==> config.mk <==
export PLATFORM = sky130hd
export DESIGN_NAME = ahb_native_slave
export DESIGN_NICKNAME = d
export VERILOG_FILES = /design/src/rtl/ahb_native_slave.sv
export SDC_FILE = /design/constraint.sdc
export NUM_CORES = 1
export LEC_CHECK = 0
export ABC_AREA = 1
export CORE_MARGIN = 2
export CORE_UTILIZATION = 37
export CTS_BUF_LIST = sky130_fd_sc_hd__clkbuf_4
export DETAILED_ROUTE_END_ITERATION = 8
export PLACE_DENSITY = 0.9
export SYNTH_ARGS = -nofsm -noshare
export SYNTH_HDL_FRONTEND = slang
export SYNTH_SLANG_ARGS = --single-unit
==> constraint.sdc <==
create_clock -name HCLK -period 1.6 [get_ports HCLK]
set_input_delay 0.16 -clock HCLK [delete_from_list [all_inputs] [get_ports HCLK]]
set_output_delay 0.16 -clock HCLK [all_outputs]
set_load 0.05 [all_outputs]
==> src/rtl/ahb_native_slave.sv <==
// AHB-Lite slave bridging each accepted transfer to one PicoRV32-style native access
// (valid/ready with byte strobes), including lane endianness, size checks and a ready timeout.
module ahb_native_slave #(
    parameter bit          BIG_ENDIAN_AHB = 1'b1,
    parameter int unsigned TIMEOUT_CYCLES = 255
) (
    input  logic        HCLK,
    input  logic        HRESETn,
    input  logic        HSEL,
    input  logic [31:0] HADDR,
    input  logic [1:0]  HTRANS,
    input  logic        HWRITE,
    input  logic [2:0]  HSIZE,
    input  logic [31:0] HWDATA,
    input  logic        HREADY,
    output logic        HREADYOUT,
    output logic [1:0]  HRESP,
    output logic [31:0] HRDATA,
    output logic        mem_valid,
    output logic [31:0] mem_addr,
    output logic [31:0] mem_wdata,
    output logic [3:0]  mem_wstrb,
    input  logic        mem_ready,
    input  logic [31:0] mem_rdata
);

    typedef enum logic [2:0] {
        S_IDLE   = 3'd0,
        S_ACCESS = 3'd1,
        S_DONE   = 3'd2,
        S_ERR1   = 3'd3,
        S_ERR2   = 3'd4
    } state_t;

    state_t      r_state;
    state_t      w_state_next;
    logic        r_mem_valid;
    logic [31:0] r_mem_addr;
    logic [3:0]  r_mem_wstrb;
    logic [31:0] r_hrdata;
    logic [15:0] r_tcount;

    logic        w_addr_phase;
    logic        w_accept;
    logic        w_size_err;
    logic        w_timeout;
    logic [3:0]  w_strb;
    logic        w_unused;

    function automatic logic [31:0] f_lane_swap(input logic [31:0] d);
        return {d[7:0], d[15:8], d[23:16], d[31:24]};
    endfunction

    // Only NONSEQ/SEQ matter, so HTRANS[0] carries no information here.
    assign w_unused = HTRANS[0];

    // IDLE, DONE and ERR2 all drive HREADYOUT=1, so each of them is an address-phase cycle.
    assign w_addr_phase = (r_state == S_IDLE) || (r_state == S_DONE) || (r_state == S_ERR2);
    assign w_accept     = w_addr_phase & HSEL & HREADY & HTRANS[1];

    always_comb begin
        w_size_err = 1'b0;
        case (HSIZE)
            3'd0:    w_size_err = 1'b0;
            3'd1:    w_size_err = HADDR[0];
            3'd2:    w_size_err = |HADDR[1:0];
            default: w_size_err = 1'b1;
        endcase
    end

    always_comb begin
        w_strb = 4'b0000;
        if (HWRITE) begin
            case (HSIZE)
                3'd0:    w_strb = 4'b0001 << HADDR[1:0];
                3'd1:    w_strb = HADDR[1] ? 4'b1100 : 4'b0011;
                default: w_strb = 4'b1111;
            endcase
        end
    end

    // Fires on the ACCESS cycle that would bring the count up to TIMEOUT_CYCLES.
    assign w_timeout = (TIMEOUT_CYCLES != 0) &&
                       (({16'd0, r_tcount} + 32'd1) >= TIMEOUT_CYCLES);

    always_comb begin
        w_state_next = r_state;
        HREADYOUT    = 1'b1;
        HRESP        = 2'b00;
        case (r_state)
            S_IDLE, S_DONE, S_ERR2: begin
                if (r_state == S_ERR2) begin
                    HRESP = 2'b01;
                end
                if (w_accept) begin
                    w_state_next = w_size_err ? S_ERR1 : S_ACCESS;
                end else begin
                    w_state_next = S_IDLE;
                end
            end
            S_ACCESS: begin
                HREADYOUT = 1'b0;
                if (mem_ready) begin
                    w_state_next = S_DONE;
                end else if (w_timeout) begin
                    w_state_next = S_ERR1;
                end
            end
            S_ERR1: begin
                HREADYOUT    = 1'b0;
                HRESP        = 2'b01;
                w_state_next = S_ERR2;
            end
            default: begin
                w_state_next = S_IDLE;
            end
        endcase
    end

    always_ff @(posedge HCLK or negedge HRESETn) begin
        if (!HRESETn) begin
            r_state     <= S_IDLE;
            r_mem_valid <= 1'b0;
            r_mem_addr  <= 32'd0;
            r_mem_wstrb <= 4'd0;
            r_hrdata    <= 32'd0;
            r_tcount    <= 16'd0;
        end else begin
            r_state     <= w_state_next;
            r_mem_valid <= (w_state_next == S_ACCESS);
            if (w_accept) begin
                r_mem_addr  <= {HADDR[31:2], 2'b00};
                r_mem_wstrb <= w_strb;
                r_tcount    <= 16'd0;
            end else if ((r_state == S_ACCESS) && !mem_ready && (r_tcount != 16'hFFFF)) begin
                r_tcount <= r_tcount + 16'd1;
            end
            if ((r_state == S_ACCESS) && mem_ready) begin
                r_hrdata <= BIG_ENDIAN_AHB ? f_lane_swap(mem_rdata) : mem_rdata;
            end
        end
    end

    assign mem_valid = r_mem_valid;
    assign mem_addr  = r_mem_addr;
    assign mem_wstrb = r_mem_wstrb;
    assign HRDATA    = r_hrdata;
    // The master holds HWDATA stable for the whole data phase, so no capture is needed.
    assign mem_wdata = BIG_ENDIAN_AHB ? f_lane_swap(HWDATA) : HWDATA;

endmodule

# Word-level counts from Yosys, hierarchy flattened
# Cells that the tools add are included.
# classes
n_mux	14
n_reduce_logical	12
n_lt_le_gt_ge	1
shifts	1
add_sub_neg	2
eq_ne	8
bitwise_logic	3
# ops
cell	n
$mux W16	2
$add A16 B1 Y17 const B	1
$ge A17 B8 Y1 const B	1
$add A16 B1 Y16 const B	1
$ne A16 B16 Y1 const B	1
$eq A3 B1 Y1 const B	3
$eq A3 B2 Y1 const B	3
$pmux W3 S3	1
$mux W4	2
$pmux W4 S2	1
$logic_not A3 Y1	2
$mux W3	2
$mux W2	2
$reduce_or A2 Y1	2
$shl A1 B2 Y4 const A	1
$and A1 B1 Y1	3
$eq A3 B3 Y1 const B	1
$logic_and A1 B1 Y1	3
$pmux W1 S3	1
$reduce_or A3 Y1	1
$logic_or A1 B1 Y1	2
$mux W1	2
$pmux W1 S2	1
$reduce_bool A2 Y1	1
$logic_not A1 Y1	1
# totals
output_inout_bits	104
ff_bits	86

# Longest topological paths before layout
# Gate-level depths: netlist of the first run.
# depth
word_depth	9
ltp_mapped	14

# Worst setup path before layout of the first run
# No wires, ideal clock.
# synth_path
path_kind	register to register
from	register r_state[0]
to	register r_tcount[11]
setup_ns	0.074
path_slack_ns	-0.349
stages_incl_launch_ff	9
t_arrival_ns	1.875
synth_period_minus_slack_ns	1.949
cell_sequence	dfrtp_1 > inv_1 > nor3_1 > nor2_1 > nor2_1 > o21ai_4 > nand2_4 > buf_6 > o21ai_2
# synth_via
elab_chain_len	7
elab_cells_between_ends	13
# synth_rtl
element	line_no	source
from (decl)	35	state_t r_state;
from (signal assigned)	129	r_state <= w_state_next;
$eq A3 B2 Y1 / $logic_not A3 Y1 (equally long branches)	58	assign w_addr_phase = (r_state == S_IDLE) || (r_state == S_DONE) || (r_state == S_ERR2);
$logic_or A1 B1 Y1 (2 in series)	58	
$and A1 B1 Y1 (3 in series)	59	assign w_accept = w_addr_phase & HSEL & HREADY & HTRANS[1];
$mux W16 / $reduce_bool A2 Y1 (equally long branches)	--	
to (signal assigned)	136	r_tcount <= r_tcount + 16'd1;
to (decl)	41	logic [15:0] r_tcount;
# Several ways; a longest one is shown, not always the timed one.
# A chain may end at the register's enable or synchronous reset.

# Worst setup path in the final report of the first run
# layout_path
from	register r_tcount[1]
to	register r_mem_valid, in the netlist mem_valid
# layout_via
elab_chain_len	6
# layout_rtl
element	line_no	source
$add A16 B1 Y17	84	(({16'd0, r_tcount} + 32'd1) >= TIMEOUT_CYCLES);
$ge A17 B8 Y1	84	
$mux W3	105	end else if (w_timeout) begin
$mux W3	103	if (mem_ready) begin
$pmux W3 S3	90	case (r_state)
via w_state_next[1]	36	state_t w_state_next;
$eq A3 B1 Y1	130	r_mem_valid <= (w_state_next == S_ACCESS);
to (signal assigned)	130	
to (decl)	37	logic r_mem_valid;
# The timed path passes the listed nets, and every way through them passes these cells.

==> results of run 1 <==
## power breakdown
part	leakage (nW)	internal (mW)	total, mW	switching, mW
clock network	0.0745	0.505	1.30	0.792
logic	1.80	1.84	5.18	3.34
registers	1.08	2.86	3.34	0.477
## timing repair
item / 4_1_cts / 5_1_grt
pin swaps: 5 / 21
buffers inserted: 4 / 14
endpoints found under the setup margin: 25 / 85
gates cloned: 1 / 5
hold buffers: 1 / 0
gates resized for setup: 16 / 39
endpoints found under the hold margin: 37 / 0
## synthesized netlist by cell type (3+ instances only)
| library cell | n |
|---|---|
| nand2_1 | 141 |
| dfrtp_1 | 86 |
| buf_4 | 36 |
| mux2_2 | 32 |
| inv_1 | 27 |
| nor2_1 | 24 |
| nand3_1 | 17 |
| o21ai_0 | 8 |
| o22ai_2 | 8 |
| clkbuf_1 | 7 |
| o21ai_1 | 7 |
| a21oi_1 | 6 |
| nand4_1 | 4 |
| buf_1 | 3 |
| nor2_4 | 3 |
| xor2_1 | 3 |
## cells by family after synthesis
family | count (synthesis) | synth area share
simple gates | 200 | 0.206
flops | 86 | 0.526
buf+inv | 74 | 0.103
compound gates | 33 | 0.0605
mux | 32 | 0.0880
xor+xnor | 4 | 0.0104
fa+ha+maj | 2 | 0.00611
other cells | 1 | 0.000916
## through the flow
stage | worst slack [ps] | hold WS, ps | total power [mW] | std cells | instance area, sq um
CTS | -195 | 174 | 9.52 | 727 | 5800
floorplan | -122 | -136 | 6.58 | 434 | 4110
finish | -316 | 201 | 9.82 | 746 | 6170
detailed placement | -284 | 148 | 8.15 | 705 | 5530
global route | -458 | 186 | 10.2 | 746 | 6170
global placement | -168 | 134 | 8.00 | 705 | 5530
## registers in the layout, indices dropped and copies added (netlist names)
name	flops
r_tcount	16
mem_valid	1
r_state	3
HRDATA	32
mem_wstrb	4
mem_addr	30
## routing by layer
layer  routed length (um)  share of wire  global-route usage
met1                 4540           0.36               0.214
met2                 6660           0.53               0.319
met3                  866          0.069              0.0562
met4                  428          0.034              0.0859
met5                    0              0                   0
## cell type report
cell class                      instances  area (sq um)
Tap cell                              140           175
Clock buffer                           10          75.1
Multi-Input combinational cell        275          1690
Timing Repair Buffer                  202          1900
Inverter                               27           109
Fill cell                             858          4670
Sequential cell                        86          2150
Clock inverter                          6          70.1
## final timing paths
check                                         startpoint                        to  slack [ps]  cells after the start
max in group asynchronous                        HRESETn   r_tcount[3]$_DFFE_PN0P_         740                      3
min in group HCLK                              HADDR[26]  mem_addr[26]$_DFFE_PN0P_         250                      3
worst min-delay path                             HRESETn    HRDATA[28]$_DFFE_PN0P_         200                      2
worst max-delay path             r_tcount[1]$_DFFE_PN0P_       mem_valid$_DFF_PN0_        -320                     11
worst min register to register  mem_addr[21]$_DFFE_PN0P_  mem_addr[21]$_DFFE_PN0P_         490                      2
worst max register to register   r_tcount[1]$_DFFE_PN0P_       mem_valid$_DFF_PN0_        -320                     11
==> metrics.yaml, run 1 <==
run_status:
  outcome: "finished with violations"
  violations: "setup timing"
critical_path:
  crit_family: "simple AND/OR/NAND/NOR gates"
  slowest_delay_ps: 440
  crit_fanout: 5
  startpoint_type: "register"
  cp.arrival_ps: 2280
  cp.required_ps: 1960
  cpMostUsedCell: "nand2_1"
  critical_path_class: "reg -> reg"
  worstPathCellList: "buf_6, nand2_4, nor2_4, nand3_2, o21ai_1, nand3_1, nor2_1, nand2_1, nand2_1, nand2_1, nor2_1"
  crit_slowest_cell: "dfrtp_1"
  crit_path_end_kind: "register"
  critPathBufInv: 1
pwr:
  p_leak_nw: 2.95
  power_density_mw_per_mm2: 1590
  irDropWorstVdd_uv: 1310
synthesis:
  synth-edff-count: 0
  ys_warn_count: 0
  synth_largest_area_cell: "dfrtp_1"
  synth-seq-cells: 86
  synth_ff_type: "dfrtp_1"
  ys_top_cells_by_area: "dfrtp_1, nand2_1, mux2_2"
  ys_types: 31
  seq_area_frac_synth: 0.526
  avgSynthCellArea_sq_um: 9.48
  synth-async-reset-ratio: 1.00
  netlist.area_leader.share: 0.526
  synthCells: 432
  syn_area_sq_mm: 0.00409
route:
  drc_errors: 0
  drt_iter0_markers: 282
  first_pass_iters: 5
  post_drt_wl_per_cell_um: 16.8
  ant_nets: 0
  wirelength_mm: 12.5
  num_vias: 3749
  viasPerCell: 5.03
floorplanning:
  ios: 211
  start_util: 0.378
  fp.coreArea_sq_mm: 0.0108
  die_x_um: 109
  rows: 38
  die_h_um: 109
  die_area_sq_mm: 0.0119
finish:
  final_core_util: 0.569
  final_cell_mix: "nand2_1, buf_4, dfrtp_1, clkdlybuf4s50_1, mux2_2"
  area_growth_pct: 50.8
  drive_gt1_frac: 0.373
  finalNetCount: 710
  layout_commonest_cell: "nand2_1"
  diodes: 0
global_route:
  grt_max_degree: 36
  grt-ovfl-total: 0
  antenna_found_initial: 0
  grt_pass1_wl_mm: 17.4
  grt_usage: 0.187
  grt_pass1_vias: 3742
clocking:
  cts.path.max_buffers: 2
  path_clk_slew_ps: 150
  clock_latency_ps: 440
  cts_htree_levels: 3
  numCtsBuffers: 9
  tritoncts: "done"
  clock-sinks: 86
  cts_root_buf: "clkbuf_4"
placed_design:
  portBuffers: 142
  gp_congestion: 0.912
  place_hpwl_mm: 8.18
sta:
  finalHoldViolations: 0
  finalSetupViolations: 32
  finClkSkew_ps: 20.2
  timing.setup.tns_ps: -4190
  fin_crit_sh: 1.20
  rsz0062_at_grt: "true"
  fmax_ghz: 0.522
  min_period_ps: 1920
  drv_slew: 0
  setup_ws_ps: -316
worst_hold_path:
  hp-class: "in -> async"
flow_run:
  cap_viol_max_count: 0
No activity file was read; power rests on OpenSTA's default activity.
==> inputs of run 2 (changes only) <==
Settings changed: CORE_UTILIZATION 37 to 41, PLACE_DENSITY 0.9 to 0.94.
Clock period 1.6 ns to 2.1 ns, I/O delays scaled along.
==> run 2 against run 1 <==
Against the previous run: the run now ends clean; worst setup slack gained 350 ps; sequential power shrank 25%; die area shrank 9.4%; non-clock buffer count shrank 44; via count shrank 7.3%; clock power shrank 15%.
==> metrics.yaml, run 2 (synthesis gave the netlist of run 1 again) <==
run_status:
  outcome: "completed"
finish:
  diodes: 0  # unchanged
  final_cell_mix: "nand2_1, clkdlybuf4s50_1, dfrtp_1, mux2_2, inv_1"
  fillCellCount: 756  # -12%
  regArea_sq_mm: 0.00215  # -0.12%
  layout_commonest_cell: "nand2_1"
  drive_gt1_frac: 0.164  # -0.209
  multiInputGateArea_sq_mm: 0.00156  # -7.6%
  area_growth_pct: 39.6
  largest_register_ffs: 32  # unchanged
  finalNetCount: 666  # -6.2%
sta:
  drv_slew: 0  # unchanged
  finClkSkew_ps: 15.0  # -5.21 ps
  min_period_ps: 2060  # +147 ps
  fmax_ghz: 0.485  # -7.1%
  fin_crit_sh: 0.982  # -0.215
  max_slew_margin: 0.644
  finalHoldViolations: 0  # unchanged
  finalSetupViolations: 0  # -100%
  setup_ws_ps: 37.7  # +353 ps
  tightest_slew_ps: 532
route:
  drc_errors: 0  # unchanged
  ant_nets: 0  # unchanged
  drt_iter0_markers: 211  # -25%
  post_drt_wl_per_cell_um: 15.2  # -9.3%
  num_vias: 3477  # -7.3%
  wirelength_mm: 10.6  # -15%
  first_pass_iters: 6  # +1
  viasPerCell: 5.00  # -0.45%
pwr:
  switching_share: 0.453  # -0.0170
  power_switching_mw: 3.32  # -28%
  p_int_mw: 4.01  # -23%
  irDropWorstVdd_uv: 724  # -45%
  total_power_mw: 7.34  # -25%
  p_seq_frac: 0.342  # +0.002
  power_density_mw_per_mm2: 1280  # -19%
  p_leak_nw: 2.56  # -13%
  comb_power_share: 0.507  # -0.021
  p_clk_frac: 0.151  # +0.019
global_route:
  grt_max_degree: 40  # +11%
  grt_usage: 0.189  # +0.00228
  antenna_found_initial: 0  # unchanged
  grt-ovfl-total: 0  # unchanged
  grt_pass1_wl_mm: 16.7  # -3.9%
  grt_pass1_vias: 3544  # -5.3%
critical_path:
  crit_slowest_cell: "dfrtp_1"
  critical_path_class: "reg -> reg"
  cp.required_ps: 2430  # +470 ps
  reg2reg_slack_ps: 40  # +350 ps
  regToRegStartpoint: "r_tcount[1]$_DFFE_PN0P_"
  crit_fanout: 5  # unchanged
  worstPathCellList: "ha_2, nand3_2, nor2_4, nand2_2, nor2_4, nand3_2, o21ai_4, buf_4, a21oi_1, o21bai_2"
  rr_worst_depth: 10  # -1
  cp.arrival_ps: 2390  # +110 ps
  startpoint_type: "register"
  crit_path_end_kind: "register"
  slowest_delay_ps: 430  # about the same
  crit_start: "r_tcount[1]$_DFFE_PN0P_"
worst_hold_path:
  hp-class: "in -> async"
placed_design:
  place_hpwl_mm: 7.49  # -8.4%
  gp_congestion: 0.859  # -5.9%
  preCtsSetupSlack_ps: 68.0  # +352 ps
  portBuffers: 142  # unchanged
clocking:
  clock_latency_ps: 440  # about the same
  cts.path.max_buffers: 2  # unchanged
  path_clk_slew_ps: 150  # about the same
  tritoncts: "done"
  clock-sinks: 86  # unchanged
  cts_htree_levels: 3  # unchanged
  numCtsBuffers: 9  # unchanged
  cts_root_buf: "clkbuf_4"
floorplanning:
  fp.coreArea_sq_mm: 0.00973  # -10%
  die_x_um: 104  # -4.8%
  start_util: 0.421  # +0.0431
  die_h_um: 104  # -4.8%
  ios: 211  # unchanged
  rows: 36  # -5.3%
  die_area_sq_mm: 0.0108  # -9.4%
flow_run:
  cap_viol_max_count: 0  # unchanged
-- run 2: per-stage QoR --
stage,TNS [ps],util,std cells,cell area (sq um),hold slack (ps)
6_report,0,0.588,695,5720,205
5_1_grt,-493,0.588,695,5720,218
4_1_cts,0,0.580,689,5640,206
3_5_place_dp,0,0.560,672,5450,150
3_3_place_gp,0,0.560,672,5450,148
2_1_floorplan,0,-,434,4100,-85.6
-- run 2: metal layers --
metal  global-route usage  share of wire
met1                0.203           0.37
met2                0.342           0.54
met3               0.0526          0.069
met4               0.0898          0.028
met5                    0              0
-- run 2: power groups by stage --
stage	Combinational [mW]	Clock, mW	Sequential (mW)
6_report	3.72	1.11	2.51
5_1_grt	3.89	1.20	2.57
4_1_cts	3.68	1.12	2.50
3_5_place_dp	3.67	0	2.53
3_3_place_gp	3.60	0	2.49
2_1_floorplan	0.901	0	4.11
-- run 2: area by class of cell --
cell class                 count  area share
clock inverter                 7      0.0184
sequential                    86       0.376
tap                          133      0.0291
clock buffer                   9      0.0118
multi-input combinational    275       0.273
inverter                      27      0.0177
timing repair buffer         158       0.273
-- run 2: final timing paths --
kind,to
min in group HCLK,mem_addr[17]$_DFFE_PN0P_
max in group asynchronous,mem_addr[26]$_DFFE_PN0P_
worst max-delay path,r_tcount[13]$_DFFE_PN0P_
worst max register to register,r_tcount[13]$_DFFE_PN0P_
worst min register to register,mem_addr[9]$_DFFE_PN0P_
worst min-delay path,mem_addr[25]$_DFFE_PN0P_
-- run 2: what timing repair did --
action                                  CTS  global route
pin swaps                                 0             2
resized for setup                         2             3
endpoints found under the setup margin    2            19
setup buffers                             0             5
hold buffers                              1             0
endpoints found under the hold margin    25             0
cloned                                    0             1
-- run 2: critical path, delay by kind of cell (launching register included) --
| kind | cells | cell delay (ps) |
|---|---|---|
| flops | 1 | 430 |
| fa+ha+maj | 1 | 250 |
| compound gates | 3 | 470 |
| buf+inv | 1 | 160 |
| simple gates | 5 | 630 |
